==> src/rtl/tucanos_scheduler.sv <==
// Round-robin process scheduler downstream of the watchdog: saves the interrupted
// PC, updates the three-entry status table and emits a one-cycle dispatch.
module tucanos_scheduler #(
  parameter int                    ADDR_WIDTH  = 12,
  parameter int                    DATA_WIDTH  = 32,
  parameter logic [ADDR_WIDTH-1:0] PROC1_START = 12'd16,
  parameter logic [ADDR_WIDTH-1:0] PROC2_START = 12'd96,
  parameter logic [ADDR_WIDTH-1:0] PROC3_START = 12'd176
) (
  input  logic                  clock,
  input  logic                  reset,
  input  logic                  jump_enabler,
  input  logic [DATA_WIDTH-1:0] state_register,
  input  logic [ADDR_WIDTH-1:0] program_counter,
  input  logic                  io_done,
  input  logic [1:0]            io_process,
  output logic [1:0]            current_process,
  output logic [ADDR_WIDTH-1:0] resume_pc,
  output logic                  dispatch_valid,
  output logic [5:0]            process_status,
  output logic                  all_halted,
  output logic                  event_dropped
);

  typedef enum logic [2:0] {S_IDLE, S_SAVE, S_SELECT, S_DISPATCH, S_DONE} state_t;

  localparam logic [1:0] ST_READY   = 2'b00;
  localparam logic [1:0] ST_RUNNING = 2'b01;
  localparam logic [1:0] ST_WAITING = 2'b10;
  localparam logic [1:0] ST_HALTED  = 2'b11;

  state_t                r_state;
  logic                  r_jump_q;
  logic [1:0]            r_req;
  logic                  r_wait;
  logic                  r_halt;
  logic [ADDR_WIDTH-1:0] r_lpc;
  logic [ADDR_WIDTH-1:0] r_saved [1:3];
  logic [1:0]            r_status [1:3];
  logic [1:0]            r_chosen;

  logic                  w_event;
  logic [1:0]            w_req;
  logic [1:0]            w_base;
  logic [1:0]            w_cand [0:2];
  logic                  w_found;
  logic [1:0]            w_pick;
  logic                  w_any_wait;
  logic [1:0]            w_save_status;

  assign w_event        = jump_enabler & ~r_jump_q;
  assign process_status = {r_status[3], r_status[2], r_status[1]};

  always_comb begin
    w_req = 2'd0;
    if (state_register == DATA_WIDTH'(1))      w_req = 2'd1;
    else if (state_register == DATA_WIDTH'(2)) w_req = 2'd2;
    else if (state_register == DATA_WIDTH'(3)) w_req = 2'd3;
  end

  always_comb begin
    w_save_status = ST_READY;
    if (r_wait)      w_save_status = ST_WAITING;
    else if (r_halt) w_save_status = ST_HALTED;
  end

  // A request names the first candidate; otherwise rotate starting after the current process.
  always_comb begin
    w_cand[0]  = 2'd1;
    w_cand[1]  = 2'd2;
    w_cand[2]  = 2'd3;
    w_base     = (r_req != 2'd0) ? (r_req - 2'd1) : current_process;
    case (w_base)
      2'd1: begin w_cand[0] = 2'd2; w_cand[1] = 2'd3; w_cand[2] = 2'd1; end
      2'd2: begin w_cand[0] = 2'd3; w_cand[1] = 2'd1; w_cand[2] = 2'd2; end
      default: ;
    endcase
    w_found    = 1'b0;
    w_pick     = 2'd0;
    w_any_wait = 1'b0;
    for (int i = 2; i >= 0; i--) begin
      if (r_status[w_cand[i]] == ST_READY) begin
        w_found = 1'b1;
        w_pick  = w_cand[i];
      end
    end
    for (int p = 1; p <= 3; p++) begin
      if (r_status[p] == ST_WAITING) w_any_wait = 1'b1;
    end
  end

  always_ff @(posedge clock or posedge reset) begin
    if (reset) begin
      r_state         <= S_IDLE;
      r_jump_q        <= 1'b0;
      r_req           <= 2'd0;
      r_wait          <= 1'b0;
      r_halt          <= 1'b0;
      r_lpc           <= '0;
      r_chosen        <= 2'd0;
      r_saved[1]      <= PROC1_START;
      r_saved[2]      <= PROC2_START;
      r_saved[3]      <= PROC3_START;
      r_status[1]     <= ST_READY;
      r_status[2]     <= ST_READY;
      r_status[3]     <= ST_READY;
      current_process <= 2'd0;
      resume_pc       <= '0;
      dispatch_valid  <= 1'b0;
      all_halted      <= 1'b0;
      event_dropped   <= 1'b0;
    end else begin
      r_jump_q       <= jump_enabler;
      dispatch_valid <= 1'b0;
      if (w_event && (r_state != S_IDLE)) event_dropped <= 1'b1;

      case (r_state)
        S_IDLE: begin
          if (w_event) begin
            r_req   <= w_req;
            r_wait  <= (state_register == DATA_WIDTH'(4));
            r_halt  <= (state_register == DATA_WIDTH'(5));
            r_lpc   <= program_counter;
            r_state <= S_SAVE;
          end
        end
        S_SAVE: begin
          if (current_process != 2'd0) begin
            r_saved[current_process]  <= r_lpc;
            r_status[current_process] <= w_save_status;
          end
          r_state <= S_SELECT;
        end
        S_SELECT: begin
          if (w_found) begin
            r_chosen <= w_pick;
            r_state  <= S_DISPATCH;
          end else if (!w_any_wait) begin
            all_halted <= 1'b1;
            r_state    <= S_DONE;
          end
        end
        S_DISPATCH: begin
          r_status[r_chosen] <= ST_RUNNING;
          current_process    <= r_chosen;
          resume_pc          <= r_saved[r_chosen];
          dispatch_valid     <= 1'b1;
          r_state            <= S_IDLE;
        end
        default: r_state <= S_DONE;
      endcase

      // I/O completion also beats a same-edge SAVE that parks the same process in WAITING.
      if (io_done && (io_process != 2'd0) &&
          ((r_status[io_process] == ST_WAITING) ||
           ((r_state == S_SAVE) && r_wait && (io_process == current_process))))
        r_status[io_process] <= ST_READY;
    end
  end

endmodule

==> config.mk <==
export PLATFORM = sky130hd
export DESIGN_NAME = tucanos_scheduler
export DESIGN_NICKNAME = d
export VERILOG_FILES = /design/src/rtl/tucanos_scheduler.sv
export SDC_FILE = /design/constraint.sdc
export NUM_CORES = 1
export LEC_CHECK = 0
export BUFFER_PORTS_ARGS = -buffer_cell sky130_fd_sc_hd__buf_2
export CORE_MARGIN = 2
export CORE_UTILIZATION = 35
export CTS_BUF_LIST = sky130_fd_sc_hd__clkbuf_16
export DETAILED_ROUTE_END_ITERATION = 10
export GPL_ROUTABILITY_DRIVEN = 0
export SLEW_MARGIN = 40
export SYNTH_ARGS = -nofsm -noshare
export SYNTH_HDL_FRONTEND = slang
export SYNTH_SLANG_ARGS = --single-unit
==> constraint.sdc <==
create_clock -name clock -period 2.4 [get_ports clock]
set_input_delay 0.12 -clock clock [delete_from_list [all_inputs] [get_ports clock]]
set_output_delay 0.12 -clock clock [all_outputs]
set_load 0.02 [all_outputs]
**After elaboration in Yosys (flattened, before gate mapping)**

Cells that the tools add are included.
W data, S select, Z words.

- Bits in registers: 81
- Input port bits: 50
- Output and inout port bits: 23
- Logic and storage cells: 131

- Add/sub/neg operators: 1
- Magnitude comparators: 9
- Equality and inequality tests: 17
- Multiplexer cells: 49
- Bitwise operators: 15
- Reduce and logical (&&, ||, !) cells: 22

Operator list:

| kind | number |
|---|---|
| $eq A32 B2 Y1 const B | 2 |
| $eq A32 B3 Y1 const B | 2 |
| $mux W2 | 20 |
| $bwmux W36 | 1 |
| $mux W12 | 3 |
| $eq A32 B1 Y1 const B | 1 |
| $bmux W12 S2 | 1 |
| $demux W12 S2 | 1 |
| $pmux W6 S2 | 2 |
| $ge A3 B3 Y1 const B | 6 |
| $not A2 Y3 | 6 |
| $bmux W2 S2 | 4 |
| $demux W2 S2 | 3 |
| $mux W6 | 2 |
| $pmux W3 S4 | 1 |
| $eq A2 B2 Y1 const B | 5 |
| $lt A3 B1 Y1 const B | 3 |
| $mux W3 | 3 |
| $logic_and A1 B1 Y1 | 8 |
| $reduce_and A2 Y1 | 4 |
| $mux W1 | 7 |
| $and A6 B6 Y6 | 1 |
| $bwmux W6 | 1 |
| $eq A3 B2 Y1 const B | 2 |
| 18 further kinds | 24 |

**Longest topological paths before layout**

- Depth after elaboration: 14
- Depth in mapped cells: 8
- Depth with buffers taken out: 6

**Worst setup path after synthesis**

OpenSTA, ideal clock, no wires.

- Kind: flip-flop to flip-flop
- Start: register current_process[0]
- End: register r_chosen[0]
- Library setup time: 0.128 ns
- Arrival time: 1.988 ns
- Required time: 2.272 ns
- Setup slack: 0.285 ns
- Cell stages (with the launch flop): 8
- Buffers on the path: 1
- Cell sequence: dfrtp_1 buf_4 nor4b_1 o21bai_1 a311oi_2 a221oi_4 nor2_1 mux2_1

- Longest elaborated chain between the ends: 12
- Elaborated cells between the ends (all ways): 26

Ends and longest elaborated chain:

| item | line | text |
|---|---|---|
| start: declaration | 17 | `output logic [1:0] current_process,` |
| start signal: assignment | 145 | `current_process <= r_chosen;` |
| $mux W2 * | 72 | `w_base = (r_req != 2'd0) ? (r_req - 2'd1) : current_process;` |
| $eq A2 B2 Y1 or $eq A2 B1 Y1 (tied branches) | 73 | `case (w_base)` |
| $pmux W6 S2 * | 73 |  |
| $not A2 Y3 (implied by the code) | 82 | `if (r_status[w_cand[i]] == ST_READY) begin` |
| $bmux W2 S2 | 82 |  |
| $mux W2 (implied by the code) (2 in a row) | 82 |  |
| $logic_not A2 Y1 | 82 |  |
| $mux W1 (3 in a row) | 82 |  |
| $reduce_and A2 Y1 (no source line) | - |  |
| end signal: assignment | 136 | `r_chosen <= w_pick;` |
| end: declaration | 40 | `logic [1:0] r_chosen;` |

Every way passes the cells marked *; elsewhere a longest branch is shown, timed or not. The select of a mux whose other input is x is not followed.
A chain may end at the register's enable or synchronous reset.

**Final worst setup path**

- Start: register current_process[1]
- End: register r_state[1]

- Longest elaborated chain between the ends: 13
- Elaborated cells between the ends (all ways): 26

Ends and longest elaborated chain:

| item | line | text |
|---|---|---|
| $mux W2 * | 72 |  |
| $eq A2 B2 Y1 or $eq A2 B1 Y1 (tied branches) | 73 |  |
| $pmux W6 S2 * | 73 |  |
| $not A2 Y3 (implied by the code) | 82 |  |
| $bmux W2 S2 | 82 |  |
| $mux W2 (implied by the code) (2 in a row) | 82 |  |
| $logic_not A2 Y1 | 82 |  |
| $mux W1 (2 in a row) | 82 |  |
| $mux W1 * | 82 |  |
| $mux W3 or $ne A3 B3 Y1 (tied branches) | - |  |
| $pmux W3 S4 or $reduce_and A2 Y1 (tied branches) | - |  |
| end signal: assignment | 124 | `r_state <= S_SAVE;` |
| end signal: assignment | 137 | `r_state <= S_DISPATCH;` |
| end signal: assignment | 140 | `r_state <= S_DONE;` |
| end: declaration | 32 | `state_t r_state;` |

Marks and branches as above.

==> flow_summary.json <==
{
  "ys_seq_elements": 81,
  "cts_tree": "yes",
  "cap_violations": 0,
  "hold_class": "in -> reg",
  "core_area_sq_mm": 0.0113,
  "dieWidth_um": 111,
  "grt_pass1_vias": 3225,
  "critPathArrivalTime_ns": 2.51,
  "finalMaxSlewViolations": 0,
  "port_buffers": 72,
  "htreeDepth": 3,
  "die_h_um": 111,
  "end_kind": "flip-flop",
  "ant_nets": 0,
  "synth_top_flop_cell": "dfrtp_1",
  "start_util_pct": 35.7,
  "hold_violations": 0,
  "post-route-drc-count": 0,
  "crit_type": "reg -> reg",
  "critPathMaxFanout": 9,
  "seq_area_frac_synth_pct": 50.3,
  "yosys.area.top_type": "dfrtp_1",
  "grt_pass1_wl_mm": 15.8,
  "synth_cells": 367,
  "power_density_mw_per_mm2": 1280,
  "seq_area_sq_mm": 0.00204,
  "clock-sinks": 81,
  "rsz0062_at_grt": "true",
  "cts_root_buf": "clkbuf_16",
  "leakage_nw": 2.28,
  "fin_crit_ns": 2.29,
  "yosysWarningCount": 0,
  "diodes": 0,
  "routedWlPerCell_um": 15.6,
  "clk_latency_ns": 0.33,
  "clk_pin_slew_ns": 0.06,
  "cts_buffer_depth": 2,
  "io_pins": 73,
  "fin_tns_setup_ns": 0,
  "hpwl_mm": 6.66,
  "drt_iter0_drc": 111,
  "grt_max_degree": 45,
  "numCtsBuffers": 9,
  "synth_area_sq_mm": 0.00404,
  "finalWirelength_mm": 9.36,
  "worst_hold_slack_ns": 0.0115,
  "grt_use_total_pct": 15.8,
  "avgSynthCellArea_sq_um": 11.0,
  "area_growth_pct": 23.8,
  "synth_top_area_share_pct": 46.4,
  "synth_edf_count": 0,
  "synth_area_leaders": "dfrtp_1 46%, mux2_2 16%, dfstp_2 3.9%",
  "overflow": 0,
  "ir_worst_vdd_v": 0.000463,
  "vias": 3094,
  "finalCritPeriodShare_pct": 95.6,
  "syn_nets": 417,
  "cp-start-kind": "flip-flop",
  "yosys.cell_types.count": 50,
  "cp.required_ns": 2.62,
  "setup_viol": 0,
  "layout.nets": 501,
  "final_layout_size_suffix_gt1_share_pct": 39.9,
  "fillers": 1125,
  "dieArea_sq_mm": 0.0124,
  "status": "finished, final reports clean",
  "dr.pass1.iters": 4,
  "finalClockSkew_ns": 0.00714,
  "slew_headroom_pct": 52.0,
  "tightest_slew_ns": 0.714,
  "async_flop_share_pct": 100,
  "grt_antenna_before_repair": 0,
  "multi_input_area_sq_mm": 0.00192,
  "fmax_mhz": 436,
  "via_per_inst": 5.17,
  "placementRows": 39
}
critical path, stage by stage, from the launching register on:
cell	delay (ns)
dfrtp_1	0.46
buf_4	0.20
nor4b_1	0.14
o21bai_1	0.26
a311oi_2	0.14
buf_4	0.17
a221oi_4	0.33
o2111ai_2	0.21
a31o_1	0.26
per-layer routing:
metal	GRT usage, %	vias up	share of wire (%)
li1	-	1495	-
met1	19.5	1518	44
met2	27.1	59	49
met3	2.83	22	3.3
met4	7.00	0	3.3
met5	0	-	0
cell type report:
class / instances / share of cell area (%)
clock buffers: 9 / 4.50
clock inverters: 7 / 1.53
inverters: 6 / 0.475
multi-input cells: 259 / 38.4
flip-flops and latches: 81 / 40.7
well taps: 143 / 3.58
repair buffers: 94 / 10.9
sequential cells by signal, indices dropped and copies added (netlist names):
signal / cells
r_req: 2
dispatch_valid: 1
resume_pc: 12
process_status: 6
r_wait: 1
all_halted: 1
current_process: 2
r_chosen: 2
r_halt: 1
r_saved: 36
event_dropped: 1
r_state: 3
r_lpc: 12
r_jump_q: 1
logic make-up after synthesis:
family	share of synthesized area, %
buffers and inverters	2.76
and+or+nand+nor	14.9
xor gates and xnor gates	0.650
muxes	19.0
AOI/OAI and AO/OA	12.3
DFF	50.3
path summary, 6_finish.rpt:
kind                                    start            end  slack [ns]  cells past startpoint
hold / removal             program_counter[5]       r_lpc[5]        0.01                      2
setup / recovery           current_process[1]     r_state[1]        0.11                      8
setup reg to reg           current_process[1]     r_state[1]        0.11                      8
max in group asynchronous               reset    r_saved[18]        1.26                      4
min in group asynchronous               reset         r_wait        0.43                      3
hold reg to reg                 event_dropped  event_dropped        0.47                      1
cells in the final DEF, fill, tap and decap left out, drive strengths merged, types with 3 or more instances in the layout:
master / netlist / layout
nor4: 8 / 8
a21oi: 18 / 18
nor2: 29 / 29
dfstp: 6 / 6
nor4b: 3 / 3
nor2b: 6 / 6
o21bai: 7 / 7
dfrtp: 75 / 75
mux2: 63 / 63
o211ai: 3 / 3
inv: 6 / 8
nand3: 5 / 5
nand2b: 5 / 5
nand2: 38 / 38
o21ai: 19 / 19
clkinv: 0 / 3
nand3b: 4 / 4
xnor2: 3 / 3
a32o: 4 / 4
buf: 7 / 92
nor3b: 6 / 6
o22ai: 4 / 4
clkbuf: 14 / 9
mux2i: 6 / 6
synth_stat cells, types with 3 or more instances:
master    instances
nand3b_1          4
o22ai_1           4
o21bai_1          5
nor2_1           29
mux2_2           56
xnor2_1           3
nand2_1          38
dfrtp_1          75
mux2_1            7
nor2b_1           6
inv_1             6
buf_2             5
a21oi_1          17
dfstp_2           6
mux2i_1           6
o211ai_1          3
nand3_1           5
nor4_1            8
nand2b_1          5
a32o_1            4
o21ai_0          17
clkbuf_1         14
nor3b_1           6
power breakdown:
part	switching, mW	internal (mW)
clock	0.560	0.816
sequential	0.435	1.93
combinational	1.38	1.29
what timing repair did:
item / 4_1_cts / 5_1_grt
endpoints found under the setup margin: 0 / 2
gates resized for setup: 0 / 4
hold endpoints to repair: 38 / 0
hold buffers: 2 / 0
setup buffers: 0 / 3
stage by stage:
stage	instance area [sq um]	worst slack [ns]	power (mW)	std cells	util (%)
after detailed placement	4630	0.0958	4.92	578	40.9
after CTS	4950	0.0841	6.32	596	43.8
after floorplan	4040	0.210	4.15	367	-
after global placement	4630	0.196	4.83	578	40.9
after global routing	5000	-0.0153	6.83	599	44.2
final	5000	0.106	6.40	599	44.2
Note: power is estimated with default switching activity, not from simulation.
